[src/rtl/rf_writeback_unit.sv]
// rtl/rf_writeback_unit.sv - RV32I writeback stage: MEM/WB register, load extension, register-file write port
//
// Purpose:
//   Final pipeline stage of the RV32I core. Holds the MEM/WB pipeline register,
//   waits for data-memory load responses, sign/zero-extends load data and
//   drives the register-file write port. A forwarding tap mirrors the write
//   port, and load_pending/load_pending_rd let decode stall on load-use hazards.
//
// Ports:
//   clk, reset                    clock; synchronous active-high reset
//   mem_valid / mem_ready         MEM-stage handshake (accept = valid && ready)
//   mem_rd_we, mem_rd_addr        destination write enable / index
//   mem_is_load, mem_funct3       load flag and load type
//   mem_addr_lo                   load byte offset (address bits [1:0])
//   mem_alu_result                result for non-load instructions
//   dmem_rvalid, dmem_rdata       load response pulse and raw aligned word
//   write_en/_addr/_value         register-file write port
//   fwd_valid/_addr/_value        forwarding tap (identical to write port)
//   load_pending, load_pending_rd load in flight and its rd (0 when idle)
//   protocol_err                  sticky flag: dmem_rvalid outside WAIT_LOAD

module rf_writeback_unit #(
  parameter int XLEN       = 32,
  parameter int REG_ADDR_W = 5
) (
  input  logic                  clk,
  input  logic                  reset,
  input  logic                  mem_valid,
  output logic                  mem_ready,
  input  logic                  mem_rd_we,
  input  logic [REG_ADDR_W-1:0] mem_rd_addr,
  input  logic                  mem_is_load,
  input  logic [2:0]            mem_funct3,
  input  logic [1:0]            mem_addr_lo,
  input  logic [XLEN-1:0]       mem_alu_result,
  input  logic                  dmem_rvalid,
  input  logic [XLEN-1:0]       dmem_rdata,
  output logic                  write_en,
  output logic [REG_ADDR_W-1:0] write_addr,
  output logic [XLEN-1:0]       write_value,
  output logic                  fwd_valid,
  output logic [REG_ADDR_W-1:0] fwd_addr,
  output logic [XLEN-1:0]       fwd_value,
  output logic                  load_pending,
  output logic [REG_ADDR_W-1:0] load_pending_rd,
  output logic                  protocol_err
);

  typedef enum logic [1:0] {
    ST_EMPTY     = 2'd0,
    ST_WAIT_LOAD = 2'd1,
    ST_FULL      = 2'd2
  } state_t;

  localparam logic [2:0] F3_LB  = 3'd0;
  localparam logic [2:0] F3_LH  = 3'd1;
  localparam logic [2:0] F3_LW  = 3'd2;
  localparam logic [2:0] F3_LBU = 3'd4;
  localparam logic [2:0] F3_LHU = 3'd5;

  state_t                  r_state;
  state_t                  w_state_next;
  logic [REG_ADDR_W-1:0]   r_rd_addr;
  logic                    r_rd_we;
  logic [2:0]              r_funct3;
  logic [1:0]              r_addr_lo;
  logic [XLEN-1:0]         r_result;
  logic                    r_protocol_err;

  logic                    w_mem_ready;
  logic                    w_accept;
  logic                    w_take_resp;
  logic                    w_write_en;
  logic [7:0]              w_byte;
  logic [15:0]             w_half;
  logic [XLEN-1:0]         w_load_ext;

  // Only WAIT_LOAD blocks; FULL commits and accepts in the same cycle.
  assign w_mem_ready = (r_state != ST_WAIT_LOAD);
  assign w_accept    = mem_valid && w_mem_ready;
  assign w_take_resp = (r_state == ST_WAIT_LOAD) && dmem_rvalid;

  // Extension uses the funct3/offset captured at accept, not the live MEM inputs.
  always_comb begin
    w_byte     = dmem_rdata[8*r_addr_lo +: 8];
    w_half     = dmem_rdata[16*r_addr_lo[1] +: 16];
    w_load_ext = dmem_rdata;
    case (r_funct3)
      F3_LB:   w_load_ext = {{(XLEN-8){w_byte[7]}}, w_byte};
      F3_LH:   w_load_ext = {{(XLEN-16){w_half[15]}}, w_half};
      F3_LW:   w_load_ext = dmem_rdata;
      F3_LBU:  w_load_ext = {{(XLEN-8){1'b0}}, w_byte};
      F3_LHU:  w_load_ext = {{(XLEN-16){1'b0}}, w_half};
      default: w_load_ext = dmem_rdata;
    endcase
  end

  always_comb begin
    w_state_next = r_state;
    case (r_state)
      ST_EMPTY, ST_FULL: begin
        if (w_accept) begin
          w_state_next = mem_is_load ? ST_WAIT_LOAD : ST_FULL;
        end else begin
          w_state_next = ST_EMPTY;
        end
      end
      ST_WAIT_LOAD: begin
        if (dmem_rvalid) begin
          w_state_next = ST_FULL;
        end
      end
      default: w_state_next = ST_EMPTY;
    endcase
  end

  always_ff @(posedge clk) begin
    if (reset) begin
      r_state <= ST_EMPTY;
    end else begin
      r_state <= w_state_next;
    end
  end

  always_ff @(posedge clk) begin
    if (reset) begin
      r_rd_addr      <= '0;
      r_rd_we        <= 1'b0;
      r_funct3       <= '0;
      r_addr_lo      <= '0;
      r_result       <= '0;
      r_protocol_err <= 1'b0;
    end else begin
      if (w_accept) begin
        r_rd_addr <= mem_rd_addr;
        r_rd_we   <= mem_rd_we;
        r_funct3  <= mem_funct3;
        r_addr_lo <= mem_addr_lo;
        if (!mem_is_load) begin
          r_result <= mem_alu_result;
        end
      end
      if (w_take_resp) begin
        r_result <= w_load_ext;
      end
      // A response with no load outstanding is dropped but remembered.
      if (dmem_rvalid && (r_state != ST_WAIT_LOAD)) begin
        r_protocol_err <= 1'b1;
      end
    end
  end

  assign w_write_en = (r_state == ST_FULL) && r_rd_we && (r_rd_addr != '0);

  assign mem_ready       = w_mem_ready;
  assign write_en        = w_write_en;
  assign write_addr      = w_write_en ? r_rd_addr : '0;
  assign write_value     = w_write_en ? r_result : '0;
  assign fwd_valid       = w_write_en;
  assign fwd_addr        = w_write_en ? r_rd_addr : '0;
  assign fwd_value       = w_write_en ? r_result : '0;
  assign load_pending    = (r_state == ST_WAIT_LOAD);
  assign load_pending_rd = (r_state == ST_WAIT_LOAD) ? r_rd_addr : '0;
  assign protocol_err    = r_protocol_err;

endmodule
[config.mk]
export PLATFORM = sky130hd
export DESIGN_NAME = rf_writeback_unit
export DESIGN_NICKNAME = d
export VERILOG_FILES = /design/src/rtl/rf_writeback_unit.sv
export SDC_FILE = /design/constraint.sdc
export NUM_CORES = 1
export LEC_CHECK = 0
export CAP_MARGIN = 20
export CORE_UTILIZATION = 37
export CTS_BUF_LIST = sky130_fd_sc_hd__clkbuf_4 sky130_fd_sc_hd__clkbuf_8 sky130_fd_sc_hd__clkbuf_16
export DETAILED_ROUTE_END_ITERATION = 10
export GPL_TIMING_DRIVEN = 0
export PLACE_DENSITY_LB_ADDON = 0.25
export SLEW_MARGIN = 20
export SYNTH_ARGS = -nofsm -noshare
export SYNTH_HDL_FRONTEND = slang
export SYNTH_SLANG_ARGS = --single-unit
[constraint.sdc]
create_clock -name clk -period 1.98 [get_ports clk]
set_clock_uncertainty 0.1 [all_clocks]
set_input_delay 0.396 -clock clk [delete_from_list [all_inputs] [get_ports clk]]
set_output_delay 0.396 -clock clk [all_outputs]
set_load 0.1 [all_outputs]
Word level (Yosys, flattened, before mapping)
Index checks and enable logic that the tools add are counted.
{"block": "classes", "n_eq_ne": 8, "shift": 2, "muxes": 11, "n_reduce_logical": 11}
{"op": "$mux 32", "n": 4}
{"op": "$pmux 32 s4", "n": 1}
{"op": "$shiftx 32x6->16", "n": 1}
{"op": "$shiftx 32x6->8", "n": 1}
{"op": "$mux 5", "n": 2}
{"op": "$eq 3x3->1 const B", "n": 2}
{"op": "$mux 2", "n": 3}
{"op": "$logic_and 1x1->1", "n": 5}
{"op": "$reduce_bool 5->1", "n": 1}
{"op": "$ne 2x1->1 const B", "n": 2}
{"op": "$pmux 2 s2", "n": 1}
{"op": "$eq 3x1->1 const B", "n": 1}
{"op": "$logic_not 3->1", "n": 1}
{"op": "$eq 2x1->1 const B", "n": 1}
{"op": "$eq 2x2->1 const B", "n": 1}
{"op": "$logic_not 2->1", "n": 1}
{"op": "$ne 2x2->1 const B", "n": 1}
{"op": "$reduce_and 2->1", "n": 1}
{"op": "$reduce_bool 2->1", "n": 1}
{"op": "$reduce_or 2->1", "n": 1}
{"block": "totals", "ff_bits": 46, "in_bits": 80, "out_inout_bits": 84, "word_cells": 39}

Logic depth before layout (Yosys ltp)
Gate-level depths: netlist of run 1.
{"block": "logic_depth", "depth_word": 4, "mapped_depth": 7, "depth_no_buf": 5}

Worst setup path after synthesis of run 1
Ideal clock, no wire load.
{"block": "synth_path", "kind": "flip-flop to output port", "from": "reg r_state[1]", "to": "out write_value[22]", "arrival_time_ns": 3.081, "required_ns": 1.484, "slack_ns": -1.597, "stages_incl_launch_ff": 7, "path_buffers": 2, "cell_sequence": "dfxtp_1 > nand2_1 > nor2_1 > o21a_1 > clkbuf_1 > and2_1 > buf_4"}
{"block": "synth_via", "elab_chain_cells": 4}
{"element": "start, declared", "line_no": "61", "source": "state_t r_state;"}
{"element": "start signal, assigned", "line_no": "121", "source": "r_state <= w_state_next;"}
{"element": "$eq 2x2->1", "line_no": "153", "source": "assign w_write_en = (r_state == ST_FULL) && r_rd_we && (r_rd_addr != '0);"}
{"element": "$logic_and 1x1->1 (2 in a row)", "line_no": "153"}
{"element": "via fwd_valid", "line_no": "41", "source": "output logic fwd_valid,"}
{"element": "$mux 32"}
{"element": "end, declared", "line_no": "40", "source": "output logic [XLEN-1:0] write_value,"}
The timed path passes the listed nets, and every way through them passes these cells.

Final worst setup path of run 1
{"block": "layout_path", "from": "reg r_rd_addr[1]", "to": "out write_value[21]"}
{"block": "layout_via", "elab_chain_cells": 3}
{"element": "start, declared", "line_no": "63", "source": "logic [REG_ADDR_W-1:0] r_rd_addr;"}
{"element": "start signal, assigned", "line_no": "135", "source": "r_rd_addr <= mem_rd_addr;"}
{"element": "$reduce_bool 5->1", "line_no": "153"}
{"element": "$logic_and 1x1->1", "line_no": "153"}
{"element": "$mux 32", "line_no": "158", "source": "assign write_value = w_write_en ? r_result : '0;"}
No other way between the ends.

==> flow_metrics.tcl, run 1 <==
set metrics [dict create \
    status "finished, violations left" \
    violations "negative setup slack" \
    hold_viol 0 \
    path_buf_inv 3 \
    worstPathRequired_ps 1480 \
    vias 3813 \
    die_area_mm2 0.009268 \
    firstDrtPassIters 5 \
    cts_max_path_buffers 2 \
    cap_violations 0 \
    synthCells 429 \
    ios 164 \
    slowest_delay_ps 500 \
    start_kind "flop" \
    synth_edf_count 0 \
    dp_hpwl_um 9280 \
    holdBufCountCts 0 \
    grt_antenna_before_repair 0 \
    overflow 0 \
    drt-wirelength-per-cell_um 17.24 \
    cp_cell_sequence "or4_4 > o21a_4 > clkbuf_16 > and2_4 > buf_12 > buf_12" \
    whs_path_depth 2 \
    critPathMostFrequentCell "buf_12" \
    clock-root-buffer "clkbuf_8" \
    place.gp.congestion 0.8920 \
    fp.coreArea_mm2 0.008678 \
    reg2reg_slack_ps 100 \
    synth_flop_cell "dfxtp_1" \
    grt_pass1_vias 3642 \
    cts_made_buffers 5 \
    layout_common_cells "77 x clkdlybuf4s50_1, 70 x buf_12, 50 x nand2_1" \
    grt_max_degree 15 \
    yosysWarnings 0 \
    setup.worst_path.end_class "primary output" \
    min-delay-start "r_rd_we" \
    grt_pass1_wl_um 18570 \
    design_area_mm2 0.006345 \
    power_leakage_nw 2.560 \
    viasPerCell 5.340 \
    synth_top_area_share_pct 28.01 \
    fin_crit_sh_pct 128.6 \
    rsz0062_at_grt "true" \
    synth_top_family_by_area "simple AND/OR/NAND/NOR gates" \
    setup-tns-final_ps -32000 \
    async_reset_ff_share_pct 0 \
    ys_ff_latch 46 \
    fin_ws_ps -565.7 \
    final_common_cell "clkdlybuf4s50_1" \
    io_buffers 163 \
    critPathTopFamily "simple AND/OR/NAND/NOR gates" \
    n_antenna_cell 0 \
    drtIter0Drc 161 \
    slew_headroom_pct 64.15 \
    cts_tree "done" \
    drc 0 \
    area_growth_pct 92.96 \
    timing.rr.end "r_result[1]" \
    die_height_um 96.27 \
    synth_nets 509 \
    nets 685 \
    path_class "flop to primary output" \
    setup_viol 66 \
    post-route-min-period_ps 2546 \
    peakVddDrop_mv 0.3238 \
    yosysTopAreaCell "dfxtp_1" \
    synth_xor_area_share_pct 0 \
    worstPathMaxFanout 10 \
    syn_area_mm2 0.003288 \
    drt_wl_total_um 12310 \
    synth_compound_area_share_pct 24.51 \
    slowest_stage "or4_4" \
    synth.avg_cell_area_um2 7.665 \
    power_density_mw_per_mm2 393.2 \
    die_w_um 96.27 \
    insertion_delay_ps 300 \
    max_freq_mhz 392.8 \
    worstPathArrival_ps 2050 \
    synth.area.top_cells "dfxtp_1 28%, buf_4 9.1%, and2_1 8.2%" \
    r2r-start "r_addr_lo[0]" \
    row_count 34 \
    synth_mux_area_share_pct 3.463 \
    hp-class "flop to flop" \
    worstMarginPinSlew_ps 540.0 \
    synthAdderAreaFrac_pct 0 \
    cts.htree.levels 2 \
    initial_core_util_pct 37.89 \
    grt_use_total_pct 26.34 \
    clk_pin_slew_worst_paths_ps 90 \
    slew_violations 0 \
    synth-simple-area-share_pct 29.64 \
    ys_seq_area_share_pct 28.01 \
    reg2reg_depth 7 \
    hold_end "r_rd_we" \
    ys_types 48 \
    ant_nets 0 \
    cts.sinks 46 \
    placed_area_mm2 0.005463 \
    drive_above_1_share_pct 38.61 \
]
==> metrics by stage <==
step                cells  hold slack, ps  power (mW)  utilization, %  worst slack, ps
CTS                   712           372.2       2.464           70.30           -582.4
finish                714           374.8       2.495           73.11           -565.7
detailed placement    700           358.9       1.738           62.95            -1258
floorplan             429           336.6       1.445               -           -292.7
global placement      700           346.1       1.729           62.95            -1219
global route          714           383.7       2.589           73.11           -598.6
==> worst min-delay path, delay by kind of cell, from the launching register on <==
kind	cells	cell delay (ps)
simple gates	1	50
compound gates	1	60
flops	1	320
==> cell type report <==
cell class              instances  area, um2
flip-flops and latches         46      927.1
plain buffers                  73      814.5
multi-input cells             303       2063
well taps                     108      135.1
clock inverters                 3      40.04
inverters                       7      26.28
fillers                       662       2333
clock buffers                   5      68.82
repair buffers                169       2270
==> flip-flops by register name (all words and copies together) (netlist names) <==
signal        cells
r_result         32
r_rd_addr         5
r_funct3          3
r_addr_lo         2
r_state           2
protocol_err      1
r_rd_we           1
==> worst max path at each step <==
stage | start | end | slack, ps | depth (start not counted)
4_1_cts | r_rd_addr[0] | write_value[13] | -580 | 6
3_3_place_gp | r_state[1] | write_value[5] | -1220 | 7
6_report | r_rd_addr[1] | write_value[21] | -570 | 6
3_5_place_dp | r_state[1] | write_value[10] | -1260 | 7
2_1_floorplan | r_rd_addr[0] | write_value[22] | -290 | 5
5_1_grt | r_rd_addr[1] | write_value[21] | -600 | 6
==> repair_timing <==
action / CTS / global route
hold endpoints to repair: 0 / 0
endpoints found under the setup margin: 111 / 113
resized for setup: 674 / 69
pin swaps: 3 / 4
gates cloned: 1 / 0
setup buffers: 3 / 2
==> cells by family (layout without fill, tap and decap cells) <==
family	count (synthesis)	after routing
DFF	46	46
buffers and inverters	80	257
and+or+nand+nor	188	188
AOI/OAI and AO/OA	104	104
muxes	11	11
==> synthesized netlist by cell type (all sizes together) (2+ instances only) <==
cell type,instances
clkbuf,18
and3b,2
nand3,9
nor3b,2
and2,43
o2bb2ai,3
a211oi,9
and3,2
a2111oi,16
a21o,7
nor2b,7
nand3b,9
o211ai,6
o21ai,7
nor2,30
or3,4
a21oi,31
or4,2
o21a,4
nor3,17
a31oi,5
mux2i,11
nand2,50
o32ai,9
buf,55
nand2b,8
inv,7
dfxtp,46
==> per-layer routing <==
| metal | track usage (%) | vias up | wire length (um) |
|---|---|---|---|
| li1 | - | 1836 | - |
| met1 | 33.89 | 1825 | 5163 |
| met2 | 46.63 | 141 | 6348 |
| met3 | 3.476 | 11 | 662 |
| met4 | 5.473 | 0 | 134 |
| met5 | 0 | - | 0 |
==> report_power, final <==
part           internal, mW  switching, mW
sequential            0.996         0.0473
combinational         0.352          0.384
clock                 0.372          0.343
total                  1.72          0.774
(Power assumes the default switching activity.)
==> run 2, diff against run 1 <==
--- a/config.mk
+++ b/config.mk
@@ -6,6 +6,7 @@
 export NUM_CORES = 1
 export LEC_CHECK = 0
 export CAP_MARGIN = 20
+export CORE_MARGIN = 2
 export CORE_UTILIZATION = 37
 export CTS_BUF_LIST = sky130_fd_sc_hd__clkbuf_4 sky130_fd_sc_hd__clkbuf_8 sky130_fd_sc_hd__clkbuf_16
 export DETAILED_ROUTE_END_ITERATION = 10
==> run 2 against run 1 <==
  * The run still ends with negative setup slack left
  * Maximum frequency is 0.89% lower
  * Design area is 1.7% higher
  * Non-clock buffer count is 4 higher
  * Wire length is 8.5% higher
  * Via count is 1.0% higher
  * Critical path type unchanged
==> flow_metrics.tcl, run 2 (synthesized netlist as in run 1, its figures left out) <==
set metrics [dict create \
    status "finished, violations left" \
    violations "negative setup slack" \
    drt_wl_total_um 13350 \
    largestRegisters "r_result x32, r_rd_addr x5, r_funct3 x3" \
    cts_made_buffers 5 \
    slew_headroom_pct 60.26 \
    worstMarginPinSlew_ps 596.1 \
    cts.htree.levels 2 \
    hold_end "r_rd_we" \
    final_common_cell "buf_12" \
    initial_core_util_pct 37.89 \
    firstDrtPassIters 4 \
    design_area_mm2 0.006451 \
    die_w_um 98.27 \
    peakVddDrop_mv 0.3441 \
    cts_max_path_buffers 2 \
    hold_viol 0 \
    clock-root-buffer "clkbuf_8" \
    timing.rr.end "r_result[21]" \
    insertion_delay_ps 310 \
    power_leakage_nw 2.592 \
    dpl_worst_slack_ps -1288 \
    min-delay-start "r_rd_we" \
    reg2reg_slack_ps 130 \
    vias 3851 \
    rsz0062_at_grt "true" \
    r2r-start "r_addr_lo[0]" \
    fin_ws_ps -588.6 \
    nets 689 \
    worstPathArrival_ps 2070 \
    fin_crit_sh_pct 129.7 \
    whs_path_depth 2 \
    layout_common_cells "84 x buf_12, 77 x clkdlybuf4s50_1, 50 x nand2_1" \
    cap_violations 0 \
    setup_viol 66 \
    grt_antenna_before_repair 0 \
    viasPerCell 5.364 \
    n_antenna_cell 0 \
    worstPathRequired_ps 1480 \
    grt_pass1_vias 3931 \
    reg2reg_depth 6 \
    cts.sinks 46 \
    row_count 34 \
    max_freq_mhz 389.3 \
    slew_violations 0 \
    ios 164 \
    instances_no_fill 718 \
    overflow 0 \
    fp.coreArea_mm2 0.008678 \
    die_area_mm2 0.009657 \
    grt_pass1_wl_um 20730 \
    setup-tns-final_ps -33870 \
    dp_hpwl_um 9782 \
    start_kind "flop" \
    cts_tree "done" \
    grt_use_total_pct 26.71 \
    largest_reg_flops 32 \
    ant_nets 0 \
    drc 0 \
    area_growth_pct 96.19 \
    clk_pin_slew_worst_paths_ps 90 \
    power_density_mw_per_mm2 378.0 \
    die_height_um 98.27 \
    path_class "flop to primary output" \
    worstPathMaxFanout 10 \
    drive_above_1_share_pct 39.18 \
    drtIter0Drc 209 \
    place.gp.congestion 0.8871 \
    drt-wirelength-per-cell_um 18.59 \
    io_buffers 163 \
    setup.worst_path.end_class "primary output" \
    hp-class "flop to flop" \
    totalPowerFinal_mw 2.438 \
    largest-register "r_result" \
    post-route-min-period_ps 2569 \
    grt_max_degree 14 \
    placed_area_mm2 0.005463 \
    placed_cells_incl_taps 700 \
]
run 2: changes by cell type in the layout (fill, tap and decap cells not counted), sizes merged:
cell    before  now
bufinv       1    0
buf        142  145
clkinv       2    1
clkbuf      26   29
run 2: how the worst max path moves through the flow:
stage	startpoint	end	slack, ps	cells past startpoint
after floorplan	r_rd_addr[0]	write_value[22]	-290	5
after global placement	r_state[1]	write_value[5]	-1230	7
after detailed placement	r_state[1]	write_value[6]	-1290	7
after CTS	r_rd_addr[3]	write_value[13]	-600	6
after global routing	r_rd_addr[3]	write_value[11]	-610	6
final	r_rd_addr[3]	write_value[11]	-590	6
run 2: worst max-delay path: stages (launching register included):
cell and delay [ps]:
dfxtp_2 330, or4_4 530, o21a_4 280, clkbuf_16 180, and2_4 160, buf_12 120, buf_12 150
run 2: layout make-up:
cell class	instances	area, um2
sequential	46	927.1
buffer	73	840.8
inverter	7	26.28
clock inverter	1	5.005
timing repair buffer	173	2374
clock buffer	7	90.09
fill	660	2227
multi-input combinational	303	2053
tap	108	135.1
run 2: power breakdown:
| group | internal, mW | switching, mW | total [mW] |
|---|---|---|---|
| clock | 0.297 | 0.351 | 0.648 |
| combinational | 0.356 | 0.389 | 0.745 |
| sequential | 0.998 | 0.0481 | 1.05 |
run 2: stage by stage:
stage               hold slack, ps  util [%]
CTS                          364.0     72.12
finish                       366.3     74.34
detailed placement           350.3     62.95
floorplan                    336.6         -
global placement             346.2     62.95
global route                 400.7     74.34
run 2: what timing repair did:
action,CTS,global route
setup buffers,8,1
cloned,1,0
pin swaps,4,6
resized for setup,705,64
endpoints found under the setup margin,115,114
hold buffers,0,0
run 2: per-layer routing:
layer | track usage (%) | share of wire, %
met1 | 32.95 | 41
met2 | 50.16 | 53
met3 | 3.221 | 5.1
met4 | 4.847 | 1.2
met5 | 0 | 0
==> run 3, diff against run 2 <==
--- a/config.mk
+++ b/config.mk
@@ -10,7 +10,6 @@
 export CORE_UTILIZATION = 37
 export CTS_BUF_LIST = sky130_fd_sc_hd__clkbuf_4 sky130_fd_sc_hd__clkbuf_8 sky130_fd_sc_hd__clkbuf_16
 export DETAILED_ROUTE_END_ITERATION = 10
-export GPL_TIMING_DRIVEN = 0
 export PLACE_DENSITY_LB_ADDON = 0.25
 export SLEW_MARGIN = 20
 export SYNTH_ARGS = -nofsm -noshare
==> run 3 against run 2 <==
  * The run still ends with negative setup slack left
  * Core utilization fell by 4.7 points
  * Die area did not move
  * Global-route usage fell by 3.8 points
  * Critical path depth fell by 1
  * Wire length fell by 14%
  * Maximum frequency rose by 8.7%
  * Via count fell by 4.4%
  * Design area fell by 6.3%
==> flow_metrics.tcl, run 3 (synthesized netlist as in run 1, its figures left out) <==
set metrics [dict create \
    n_fill_cell 677 \
    grt_pass1_wl_um 18170 \
    post-route-min-period_ps 2362 \
    grt_max_degree 38 \
    max_freq_mhz 423.3 \
    drtIter0Drc 221 \
    n_antenna_cell 0 \
    place.gp.congestion 0.8925 \
    fin_crit_sh_pct 119.3 \
    largest-register "r_result" \
    peakVddDrop_mv 0.4291 \
    worstPathMaxFanout 33 \
    fp.coreArea_mm2 0.008678 \
    overflow 0 \
    hold_viol 0 \
    die_area_mm2 0.009657 \
    area_growth_pct 83.90 \
    ant_nets 0 \
    cts_made_buffers 5 \
    clk_pin_slew_worst_paths_ps 80 \
    grt_use_total_pct 22.92 \
    die_height_um 98.27 \
    setup.worst_path.end_class "primary output" \
    setup_viol 66 \
    vias 3683 \
    clock-root-buffer "clkbuf_8" \
    final_common_cell "buf_12" \
    grt_antenna_before_repair 0 \
    viasPerCell 5.440 \
    cts_max_path_buffers 2 \
    dp_hpwl_um 8892 \
    rsz0062_at_grt "true" \
    nets 650 \
    multi_input_area_mm2 0.002036 \
    power_leakage_nw 2.368 \
    ios 164 \
    cts.sinks 46 \
    drive_above_1_share_pct 35.50 \
    worstPathRequired_ps 1480 \
    row_count 34 \
    initial_core_util_pct 37.89 \
    drt-wirelength-per-cell_um 17.03 \
    drc 0 \
    violations "negative setup slack" \
    fin_ws_ps -382.3 \
    firstDrtPassIters 5 \
    slew_violations 0 \
    die_w_um 98.27 \
    grt_pass1_vias 3737 \
    start_kind "flop" \
    design_area_mm2 0.006047 \
    status "finished, violations left" \
    cts.htree.levels 2 \
    largest_reg_flops 32 \
    slew_headroom_pct 71.32 \
    cap_violations 0 \
    cts_tree "done" \
    drt_wl_total_um 11530 \
    layout_common_cells "87 x buf_12, 77 x clkdlybuf4s50_1, 50 x nand2_1" \
    placed_area_mm2 0.005869 \
    setup-tns-final_ps -24090 \
    hp-class "flop to flop" \
    io_buffers 163 \
    power_density_mw_per_mm2 393.9 \
    path_class "flop to primary output" \
    largestRegisters "r_result x32, r_rd_addr x5, r_funct3 x3" \
    insertion_delay_ps 290 \
    ff_latch_area_um2 922.1 \
    worstPathArrival_ps 1870 \
    worstMarginPinSlew_ps 426.3 \
]
[run 3: report_power, final]
| part | leakage, nW | total, mW | switching, mW | internal, mW |
|---|---|---|---|---|
| combinational | 1.95 | 0.756 | 0.375 | 0.381 |
| clock | 0.0431 | 0.581 | 0.311 | 0.270 |
| sequential | 0.379 | 1.04 | 0.0478 | 0.996 |
| total | 2.37 | 2.38 | 0.735 | 1.65 |
[run 3: cell type report]
| class | count | share of cell area [%] |
|---|---|---|
| Timing Repair Buffer | 207 | 46.99 |
| Inverter | 7 | 0.4966 |
| Tap cell | 108 | 2.235 |
| Sequential cell | 46 | 15.25 |
| Clock buffer | 6 | 1.366 |
| Multi-Input combinational cell | 303 | 33.66 |
[run 3: final timing paths]
check                                  start              to  slack [ps]  cells past startpoint
worst max-delay path            r_rd_addr[0]  write_value[0]        -380                      5
worst min-delay path                 r_rd_we         r_rd_we         380                      2
worst max register to register   r_funct3[2]    r_result[15]          60                      5
worst min register to register       r_rd_we         r_rd_we         380                      2
[run 3: repair_timing]
item	CTS	global route
gates resized for setup	6	13
setup buffers	0	5
hold buffers	0	0
pin swaps	1	1
endpoints found under the hold margin	0	0
setup endpoints to repair	68	74
[run 3: worst max-delay path, cell delays in order (launching register included)]
cell,delay (ps)
dfxtp_1,310
or4_1,510
o21a_1,210
buf_12,170
and2_4,190
buf_12,160
[run 3: metrics by stage]
stage | setup WS [ps] | instances | utilization [%] | hold WS (ps) | power (mW)
floorplan | -292.7 | 429 | - | 336.6 | 1.445
finish | -382.3 | 677 | 69.68 | 378.0 | 2.382
global route | -441.0 | 677 | 69.68 | 386.3 | 2.477
CTS | -393.0 | 672 | 68.70 | 364.8 | 2.345
global placement | -185.6 | 666 | 67.63 | 346.5 | 1.761
detailed placement | -400.9 | 666 | 67.63 | 350.0 | 1.782
[run 3: routing by layer]
metal	vias to the layer above	track usage, %	share of wire [%]
met4	0	9.168	3.4
met1	1716	27.65	39
met5	-	0	0
li1	1756	-	-
met2	180	41.15	52
met3	31	3.006	5.5
